--- config.mk ---
export PLATFORM = sky130hd
export DESIGN_NAME = fpro_bus_master
export DESIGN_NICKNAME = d
export VERILOG_FILES = /design/src/rtl/fpro_bus_pkg.sv /design/src/rtl/fpro_bus_master.sv
export SDC_FILE = /design/constraint.sdc
export NUM_CORES = 1
export LEC_CHECK = 0
export CORE_MARGIN = 2
export CORE_UTILIZATION = 34
export CTS_CLUSTER_SIZE = 25
export DETAILED_ROUTE_END_ITERATION = 8
export PLACE_DENSITY = 0.67
export SLEW_MARGIN = 30
export SYNTH_ARGS = -nofsm -noshare
export SYNTH_HDL_FRONTEND = slang
export SYNTH_SLANG_ARGS = --single-unit
--- constraint.sdc ---
create_clock -name clk -period 3.8 [get_ports clk]
set_clock_uncertainty 0.15 [all_clocks]
set_input_delay 1.14 -clock clk [delete_from_list [all_inputs] [get_ports clk]]
set_output_delay 1.14 -clock clk [all_outputs]
set_load 0.03 [all_outputs]
--- src/rtl/fpro_bus_pkg.sv ---
// Shared constants and FSM state encoding for the FPro MMIO bus master.
package fpro_bus_pkg;
    localparam int ADDR_W   = 21;
    localparam int DATA_W   = 32;
    localparam int SLOT_LSB = 5;
    localparam int SLOT_W   = 6;

    typedef enum logic [1:0] {
        ST_IDLE,
        ST_WR,
        ST_RD_STB,
        ST_RD_RSP
    } state_t;
endpackage

--- src/rtl/fpro_bus_master.sv ---
// FPro MMIO bus initiator: turns single/burst read-write commands from a
// streaming client into registered single-cycle bus strobes.
module fpro_bus_master #(
    parameter int ADDR_W = fpro_bus_pkg::ADDR_W,
    parameter int DATA_W = fpro_bus_pkg::DATA_W,
    parameter int LEN_W  = 5
) (
    input  logic              clk,
    input  logic              reset_n,
    input  logic              cmd_valid,
    output logic              cmd_ready,
    input  logic              cmd_wr,
    input  logic [ADDR_W-1:0] cmd_addr,
    input  logic [LEN_W-1:0]  cmd_len,
    input  logic              cmd_incr,
    input  logic              wdata_valid,
    output logic              wdata_ready,
    input  logic [DATA_W-1:0] wdata,
    output logic              rdata_valid,
    input  logic              rdata_ready,
    output logic [DATA_W-1:0] rdata,
    output logic              rdata_last,
    output logic              busy,
    output logic              mmio_cs,
    output logic              mmio_wr,
    output logic              mmio_rd,
    output logic [ADDR_W-1:0] mmio_addr,
    output logic [DATA_W-1:0] mmio_wr_data,
    input  logic [DATA_W-1:0] mmio_rd_data
);
    import fpro_bus_pkg::*;

    state_t              state_q, state_d;
    logic [ADDR_W-1:0]   addr_q, addr_d;
    logic [LEN_W-1:0]    cnt_q, cnt_d;
    logic                incr_q, incr_d;
    logic [DATA_W-1:0]   rdata_q, rdata_d;
    logic                cs_d, wr_d, rd_d;
    logic [ADDR_W-1:0]   maddr_d;
    logic [DATA_W-1:0]   mdata_d;
    logic [ADDR_W-1:0]   addr_next;

    // Wraps modulo 2^ADDR_W; a fixed-address burst keeps hitting one FIFO register.
    function automatic logic [ADDR_W-1:0] step_addr(input logic [ADDR_W-1:0] a,
                                                    input logic             inc);
        return a + {{(ADDR_W-1){1'b0}}, inc};
    endfunction

    assign addr_next   = step_addr(addr_q, incr_q);
    assign cmd_ready   = (state_q == ST_IDLE);
    assign wdata_ready = (state_q == ST_WR);
    assign rdata_valid = (state_q == ST_RD_RSP);
    assign rdata_last  = rdata_valid && (cnt_q == '0);
    assign rdata       = rdata_q;
    assign busy        = (state_q != ST_IDLE) || mmio_cs;

    always_comb begin
        state_d = state_q;
        addr_d  = addr_q;
        cnt_d   = cnt_q;
        incr_d  = incr_q;
        rdata_d = rdata_q;
        cs_d    = 1'b0;
        wr_d    = 1'b0;
        rd_d    = 1'b0;
        maddr_d = '0;
        mdata_d = '0;
        case (state_q)
            ST_IDLE: begin
                if (cmd_valid) begin
                    addr_d = cmd_addr;
                    cnt_d  = cmd_len;
                    incr_d = cmd_incr;
                    if (cmd_wr) begin
                        state_d = ST_WR;
                    end else begin
                        cs_d    = 1'b1;
                        rd_d    = 1'b1;
                        maddr_d = cmd_addr;
                        state_d = ST_RD_STB;
                    end
                end
            end
            ST_WR: begin
                if (wdata_valid) begin
                    cs_d    = 1'b1;
                    wr_d    = 1'b1;
                    maddr_d = addr_q;
                    mdata_d = wdata;
                    addr_d  = addr_next;
                    cnt_d   = cnt_q - LEN_W'(1);
                    if (cnt_q == '0)
                        state_d = ST_IDLE;
                end
            end
            ST_RD_STB: begin
                // The slave answers combinationally during the strobe cycle.
                rdata_d = mmio_rd_data;
                state_d = ST_RD_RSP;
            end
            ST_RD_RSP: begin
                if (rdata_ready) begin
                    if (cnt_q == '0) begin
                        state_d = ST_IDLE;
                    end else begin
                        addr_d  = addr_next;
                        cnt_d   = cnt_q - LEN_W'(1);
                        cs_d    = 1'b1;
                        rd_d    = 1'b1;
                        maddr_d = addr_next;
                        state_d = ST_RD_STB;
                    end
                end
            end
            default: state_d = ST_IDLE;
        endcase
    end

    // Control, strobes and visible outputs reset; burst bookkeeping does not need to.
    always_ff @(posedge clk or negedge reset_n) begin
        if (!reset_n) begin
            state_q      <= ST_IDLE;
            rdata_q      <= '0;
            mmio_cs      <= 1'b0;
            mmio_wr      <= 1'b0;
            mmio_rd      <= 1'b0;
            mmio_addr    <= '0;
            mmio_wr_data <= '0;
        end else begin
            state_q      <= state_d;
            rdata_q      <= rdata_d;
            mmio_cs      <= cs_d;
            mmio_wr      <= wr_d;
            mmio_rd      <= rd_d;
            mmio_addr    <= maddr_d;
            mmio_wr_data <= mdata_d;
        end
    end

    always_ff @(posedge clk) begin
        addr_q <= addr_d;
        cnt_q  <= cnt_d;
        incr_q <= incr_d;
    end

endmodule

Yosys cells after proc, flatten, opt, wreduce, memory -nomap -nowiden
Index checks and enable logic that the tools add are counted.
{"block": "word_totals", "register_bits": 117, "inputBits": 97, "out_inout_bits": 93}
{"block": "classes", "add_sub_neg": 2, "n_eq_ne": 8, "mux": 33, "n_reduce_logical": 9}
{"operator": "$mux 21", "n": 9}
{"operator": "$pmux 21 s3", "n": 2}
{"operator": "$mux 32", "n": 2}
{"operator": "$add 21x1->21", "n": 1}
{"operator": "$mux 5", "n": 4}
{"operator": "$pmux 5 s3", "n": 1}
{"operator": "$mux 2", "n": 6}
{"operator": "$pmux 2 s4", "n": 1}
{"operator": "$mux 1", "n": 6}
{"operator": "$ne 2x2->1 const B", "n": 3}
{"operator": "$logic_not 5->1", "n": 1}
{"operator": "$reduce_and 5->1", "n": 1}
{"operator": "$sub 5x1->5 const B", "n": 1}
{"operator": "$eq 2x2->1 const B", "n": 2}
{"operator": "$ne 2x1->1 const B", "n": 2}
{"operator": "$reduce_and 4->1", "n": 1}
{"operator": "$pmux 1 s3", "n": 1}
{"operator": "$reduce_bool 3->1", "n": 1}
{"operator": "$eq 2x1->1 const B", "n": 1}
{"operator": "$logic_not 2->1", "n": 1}
{"operator": "$pmux 1 s2", "n": 1}
{"operator": "$reduce_and 2->1", "n": 1}
{"operator": "$reduce_bool 2->1", "n": 1}
{"operator": "$logic_and 1x1->1", "n": 1}
{"operator": "$logic_or 1x1->1", "n": 1}

Depth between registers and ports, before layout
Gate-level depths: netlist (run 1).
{"block": "logic_depth", "ltp_word": 4, "mapped_depth": 8, "ltp_nobuf": 7}

Worst setup path after synthesis (run 1)
No wires, ideal clock.
{"block": "synth_timing", "path_type": "register to register", "start": "register state_q[1]", "end": "register addr_q[0] (enable)", "t_arrival_ps": 3304, "required_ps": 3208, "slack_ps": -96, "stages_incl_launch_ff": 8, "synth_period_minus_slack_ps": 3896, "path_cell_list": "dfrtp_1 > inv_1 > ha_1 > or2_2 > clkbuf_1 > buf_6 > nor2_1 > nor3_1"}
{"block": "synth_via", "elab_chain_len": 3, "word_cells_on_any_way": 9, "classes_between": "eq/ne: 6; reduce/logical: 3"}
{"item": "start: declaration", "line": "fpro_bus_master.sv:33", "text": "state_t state_q, state_d;"}
{"item": "start signal: assignment", "line": "fpro_bus_master.sv:130", "text": "state_q <= state_d;"}
{"item": "$eq 2x1->1 (*)"}
{"item": "named net wdata_ready", "line": "fpro_bus_master.sv:17", "text": "output logic wdata_ready,"}
{"item": "$ne 2x2->1 (no line) or $reduce_bool 3->1 (tied branches)"}
{"item": "$reduce_and 5->1 (no line) (*)"}
{"item": "end signal: assignment", "line": "fpro_bus_master.sv:141", "text": "addr_q <= addr_d;"}
{"item": "end: declaration", "line": "fpro_bus_master.sv:34", "text": "logic [ADDR_W-1:0] addr_q, addr_d;"}
Mark *: on every way through the listed nets, which the timed path passes. The rest lies on a longest branch.
A chain may end at the register's enable or synchronous reset.

Worst setup path after layout (run 1)
{"block": "layout_timing", "start": "register cnt_q[0]", "end": "output port rdata_last"}
{"block": "layout_via", "elab_chain_len": 2}
{"item": "start: declaration", "line": "fpro_bus_master.sv:35", "text": "logic [LEN_W-1:0] cnt_q, cnt_d;"}
{"item": "start signal: assignment", "line": "fpro_bus_master.sv:142", "text": "cnt_q <= cnt_d;"}
{"item": "$logic_not 5->1", "line": "fpro_bus_master.sv:53", "text": "assign rdata_last = rdata_valid && (cnt_q == '0);"}
{"item": "$logic_and 1x1->1", "line": "fpro_bus_master.sv:53"}
{"item": "end: declaration", "line": "fpro_bus_master.sv:22", "text": "output logic rdata_last,"}
Every way passes these cells.

==> metrics.txt, run 1 <==
CTS tree=built; CP Capture Type=output port; part of the Yosys area used for sequential elements=0.614; Worst-Margin Slew=0.837 ns; Synth Area per Inst=12.2 um^2; post-synth top area cell=dfrtp_1; post-synth top area share=0.451; slew margin rel.=0.437; DP Area=7080 um^2; HP Class=flop to flop; synth top area cells=dfrtp_1, edfxtp_1, mux2_2; Via density=4.86; total core area=14400 um^2; run status=finished, final reports clean; Final setup viols=0; Setup Crit Path Kind=flop to output port; Final nets=705; Top Ports=190; largest net degree at the start of global routing=53; Initial Utilization=0.346; num rows=44; hpwl dp=9600 um; Peak Freq=277 MHz; DRC=0; DRT iter0 DRCs=202; Critical Path RT=2.51 ns; crit path DAT=2.32 ns; post-synthesis register bit count=117; P per Cell Area=905 nW/um^2; post-synth net total=513; TritonCTS sink count=117; Die Area=15700 um^2; Synth cell types=38; synth warn=0; Vias=3875; first-pass GRT wire length=21300 um; final WL=13200 um; Startpoint Class=flop; number of CTS-inserted buffers=17; clock buffer depth=2; clock root buffer=clkbuf_16; Lkg Pwr=3.22 nW; Layout area overhead=54.0%; input/output buffers=189; Antenna diodes=0; vias in the first global route=4067; Final ANT Viol Nets=0; RSZ-0062 raised after global routing=no; Synth Cell Area=4990 um^2; GRT Total Usage=0.175; routed len/inst=16.5 um; initial antenna violation count=1; Overflow after GRT=0; design area=7690 um^2; final hold violations=0; Final Max Slew Viols=0; DIE WIDTH=125 um; Hold Buf Count CTS=0; fraction of layout cells with a size suffix above 1=0.137; post-layout min period=3.61 ns; Worst-path clk slew=0.05 ns; Setup TNS=0 ns; final worst-path cycle share=0.950; Max-Cap Viols=0; # H-tree levels=4; GPL Wtd Cong=0.789; VDD IR-drop max=0.331 mV; die height=125 um; Max FO, Critical Path=5; clock latency on the worst-skew pair=0.41 ns; DRT Pass-1 Iters=4; Syn Inst Count=408
## layout make-up
| type | count | area [um^2] |
|---|---|---|
| repair buffers | 200 | 1970 |
| clock inverters | 7 | 62.6 |
| clock buffers | 25 | 548 |
| fillers | 1230 | 6740 |
| inverters | 8 | 30.0 |
| flip-flops and latches | 117 | 3060 |
| well taps | 184 | 230 |
| multi-input cells | 256 | 1780 |
## layout by cell type, fill, tap and decap left out, types with 2 or more instances in the layout
cell type	Yosys	routed
clkdlybuf4s50_1	0	187
dfrtp_1	90	90
nor2_1	42	42
mux2_2	36	36
and3_1	34	34
a21oi_1	33	33
edfxtp_1	27	27
clkbuf_16	0	19
a22oi_1	14	14
xnor2_1	13	13
o22ai_1	12	12
buf_4	0	12
nand2_1	9	9
xor2_1	9	9
inv_1	8	8
nand3_1	8	8
ha_1	8	7
nor3_1	6	5
clkinv_2	0	5
clkbuf_8	1	5
nand2b_1	4	4
o21ai_0	4	4
a222oi_1	4	4
nand4_1	3	3
and2_1	2	2
nor4_1	2	2
and4_1	2	2
## state kept, by name, indices dropped and copies added, names as in the netlist
signal / cells
incr_q: 1
mmio_wr_data: 32
addr_q: 21
mmio_cs: 1
state_q: 2
mmio_wr: 1
mmio_addr: 21
cnt_q: 5
mmio_rd: 1
rdata: 32
## kinds of logic after synthesis
kind of cell	Yosys count	share of synthesized area
simple gates	118	0.125
xor+xnor	22	0.0386
compound gates	71	0.0878
buf+inv	35	0.0318
flops	117	0.614
fa+ha+maj	8	0.0201
mux	37	0.0833
## worst max-delay path, stage by stage (launching register included)
cell and delay [ns]:
edfxtp_1 0.41, inv_1 0.10, ha_1 0.15, or4b_1 0.52, nor2_1 0.25, dlygate4sd2_1 0.47
## metrics by stage
stage                     worst slack (ns)  hold slack [ns]  cells   util  power [mW]
final                                0.192            0.353    797  0.533        6.96
after global routing                 0.101            0.361    797  0.533        7.37
after CTS                            0.175            0.356    797  0.533        7.03
after detailed placement             0.323            0.344    765  0.491        5.40
after global placement               0.386            0.337    765  0.491        5.33
after floorplan                      0.684            0.373    408      -        4.20
## Yosys cell counts
| library cell | n |
|---|---|
| mux2_2 | 36 |
| nor2b_1 | 1 |
| o221ai_1 | 1 |
| edfxtp_1 | 27 |
| nor3_1 | 6 |
| and3_1 | 34 |
| nor4_4 | 1 |
| a222oi_1 | 4 |
| nand2_1 | 9 |
| a22oi_1 | 14 |
| a21o_1 | 1 |
| nand2b_1 | 4 |
| a211oi_1 | 1 |
| clkbuf_1 | 21 |
| nand3_1 | 8 |
| nand4_1 | 3 |
| buf_2 | 2 |
| or4_1 | 1 |
| ha_1 | 8 |
| nand3_2 | 1 |
| nor4_1 | 2 |
| xor2_1 | 9 |
| clkbuf_8 | 1 |
| a32oi_1 | 1 |
| or4b_1 | 1 |
| dfrtp_1 | 90 |
| mux2i_1 | 1 |
| and4_1 | 2 |
| nor2_1 | 42 |
| a21oi_1 | 33 |
| and2_1 | 2 |
| o21ai_0 | 4 |
| buf_6 | 2 |
| inv_1 | 8 |
| o22ai_1 | 12 |
| buf_1 | 1 |
| or2_2 | 1 |
| xnor2_1 | 13 |
## where the power goes
group          switching, mW  internal, mW  leakage (nW)
Sequential             0.312          1.93          1.42
Clock                  0.542          1.06         0.305
Combinational           1.79          1.33          1.50
## final timing paths
kind | start | end | slack, ns | depth (start not counted)
worst max-delay path | cnt_q[0] | rdata_last | 0.19 | 5
worst min register to register | rdata[7] | rdata[7] | 0.35 | 1
worst max register to register | addr_q[0] | addr_q[20] | 1.17 | 7
max in group asynchronous | reset_n | mmio_addr[18] | 2.09 | 2
worst min-delay path | rdata[7] | rdata[7] | 0.35 | 1
min in group asynchronous | reset_n | rdata[20] | 0.61 | 1
## what timing repair did
action / in CTS / in global routing
gates resized for setup: 1 / 0
setup buffers: 0 / 0
setup endpoints to repair: 1 / 0
## per-layer routing
layer | global-route usage | vias up | share of wire
li1 | - | 1850 | -
met3 | 0.0573 | 14 | 0.060
met2 | 0.294 | 143 | 0.51
met5 | 0 | - | 0.00099
met1 | 0.211 | 1866 | 0.41
met4 | 0.0601 | 2 | 0.013
(Power assumes the default switching activity.)
==> run 2: changes to the inputs <==
--- a/config.mk
+++ b/config.mk
@@ -9,7 +9,7 @@
 export CORE_UTILIZATION = 34
 export CTS_CLUSTER_SIZE = 25
 export DETAILED_ROUTE_END_ITERATION = 8
-export PLACE_DENSITY = 0.67
+export PLACE_DENSITY_LB_ADDON = 0.15
 export SLEW_MARGIN = 30
 export SYNTH_ARGS = -nofsm -noshare
 export SYNTH_HDL_FRONTEND = slang
==> run 2 against run 1 <==
Core utilization shrank 0.40 points. Setup slack improved by 0.040 ns. Die area unchanged. Clock-buffer cell count grew 2.
==> metrics.txt, run 2 (same netlist as run 1, synthesis figures left out) <==
run status=finished, final reports clean; Lkg Pwr=3.20 nW; routed wl met2=6450 um; clock root buffer=clkbuf_16; Die Area=15700 um^2; final worst-path cycle share=0.939; Max-Cap Viols=0; final hold violations=0; Hold Startpoint=rdata[18]; Overflow after GRT=0; die height=125 um; DRC=0; critical-path cell list=inv_1 -> ha_1 -> or4b_1 -> nor2_1 -> dlygate4sd2_1; initial antenna violation count=0; Final nets=706; post-CTS sizing=1; Fillers=1240; Setup TNS=0 ns; CP Capture Type=output port; fraction of layout cells with a size suffix above 1=0.134; first-pass GRT wire length=21000 um; P per Cell Area=894 nW/um^2; GPL Wtd Cong=0.804; DIE WIDTH=125 um; Vias=3852; # H-tree levels=4; Slowest-stage cell, CP=or4b_1; RSZ-0062 raised after global routing=no; P_sw=2.64 mW; Max FO, Critical Path=5; Final ANT Viol Nets=0; M1 wire length=6080 um; GRT Total Usage=0.172; Startpoint Class=flop; worst r2r src=addr_q[0]; Final setup viols=0; Antenna diodes=0; num rows=44; Critical Path RT=2.51 ns; postcts setup bufs=0; Final Max Slew Viols=0; number of CTS-inserted buffers=17; commonest non-fill, non-tap cell in the layout=clkdlybuf4s50_1; slew margin rel.=0.470; total core area=14400 um^2; Sw Share=0.386; cell internal pwr=4.19 mW; VDD IR-drop max=0.409 mV; Clk network pwr share=0.213; crit path DAT=2.28 ns; Peak Freq=280 MHz; met3 wire len=786 um; Setup Crit Path Kind=flop to output port; largest net degree at the start of global routing=52; Worst-path clk slew=0.05 ns; most frequent cells in the layout=clkdlybuf4s50_1, dfrtp_1, nor2_1, mux2_2, and3_1; Initial Utilization=0.346; input/output buffers=189; TritonCTS sink count=117; Worst setup startpoint=cnt_q[0]; Seq pwr share=0.328; Via density=4.83; top layer in use=met4; Top Ports=190; final WL=13400 um; Layout area overhead=52.9%; hpwl dp=9590 um; DRT iter0 DRCs=228; Hold Buf Count CTS=0; clock latency on the worst-skew pair=0.41 ns; DRT Pass-1 Iters=6; CTS tree=built; largest stage delay on the critical path=0.52 ns; routed len/inst=16.8 um; vias in the first global route=3938; post-layout min period=3.57 ns; combinational power share=0.459; final core utilization=0.529; clock buffer depth=2; HP Class=flop to flop; Worst-Margin Slew=0.787 ns
==> run 2: power by group through the flow <==
stage | clock network [mW] | registers, mW | logic, mW
3_5_place_dp | 0 | 2.26 | 3.16
6_report | 1.45 | 2.24 | 3.13
4_1_cts | 1.49 | 2.24 | 3.17
2_1_floorplan | 0 | 2.89 | 1.31
5_1_grt | 1.55 | 2.32 | 3.35
3_3_place_gp | 0 | 2.24 | 3.12
==> run 2: final cells by class <==
type	instances	area, um^2	share of cell area
multi-input cells	256	1780	0.234
clock buffers	27	523	0.0686
repair buffers	201	1980	0.259
well taps	184	230	0.0302
clock inverters	4	20.0	0.00262
inverters	8	30.0	0.00394
flip-flops and latches	117	3060	0.402
==> run 2: stage by stage <==
stage | setup slack, ns | instances | hold WS [ns] | power (mW) | area, um^2
final | 0.231 | 797 | 0.352 | 6.82 | 7630
after global routing | 0.0708 | 797 | 0.370 | 7.21 | 7630
after CTS | 0.190 | 797 | 0.356 | 6.91 | 7630
after detailed placement | 0.347 | 766 | 0.345 | 5.42 | 7090
after global placement | 0.377 | 766 | 0.337 | 5.36 | 7090
after floorplan | 0.684 | 408 | 0.373 | 4.20 | 4990
==> run 2: final timing paths <==
path | slack, ns | cells past startpoint | end
hold reg to reg | 0.35 | 1 | rdata[18]
setup reg to reg | 1.24 | 7 | addr_q[20]
min in group asynchronous | 0.61 | 1 | mmio_wr_data[22]
hold / removal | 0.35 | 1 | rdata[18]
max in group asynchronous | 2.17 | 2 | rdata[17]
setup / recovery | 0.23 | 5 | rdata_last
==> run 2: per-layer routing <==
metal / vias up / track usage
met3: 9 / 0.0561
met2: 147 / 0.276
met1: 1847 / 0.223
li1: 1849 / -
met5: - / 0
met4: 0 / 0.0529
==> run 2: critical path: cells and delay by family, from the launching register on <==
| kind | cells | cell delay [ns] |
|---|---|---|
| flops | 1 | 0.41 |
| buf+inv | 2 | 0.57 |
| simple gates | 2 | 0.76 |
| fa+ha+maj | 1 | 0.13 |
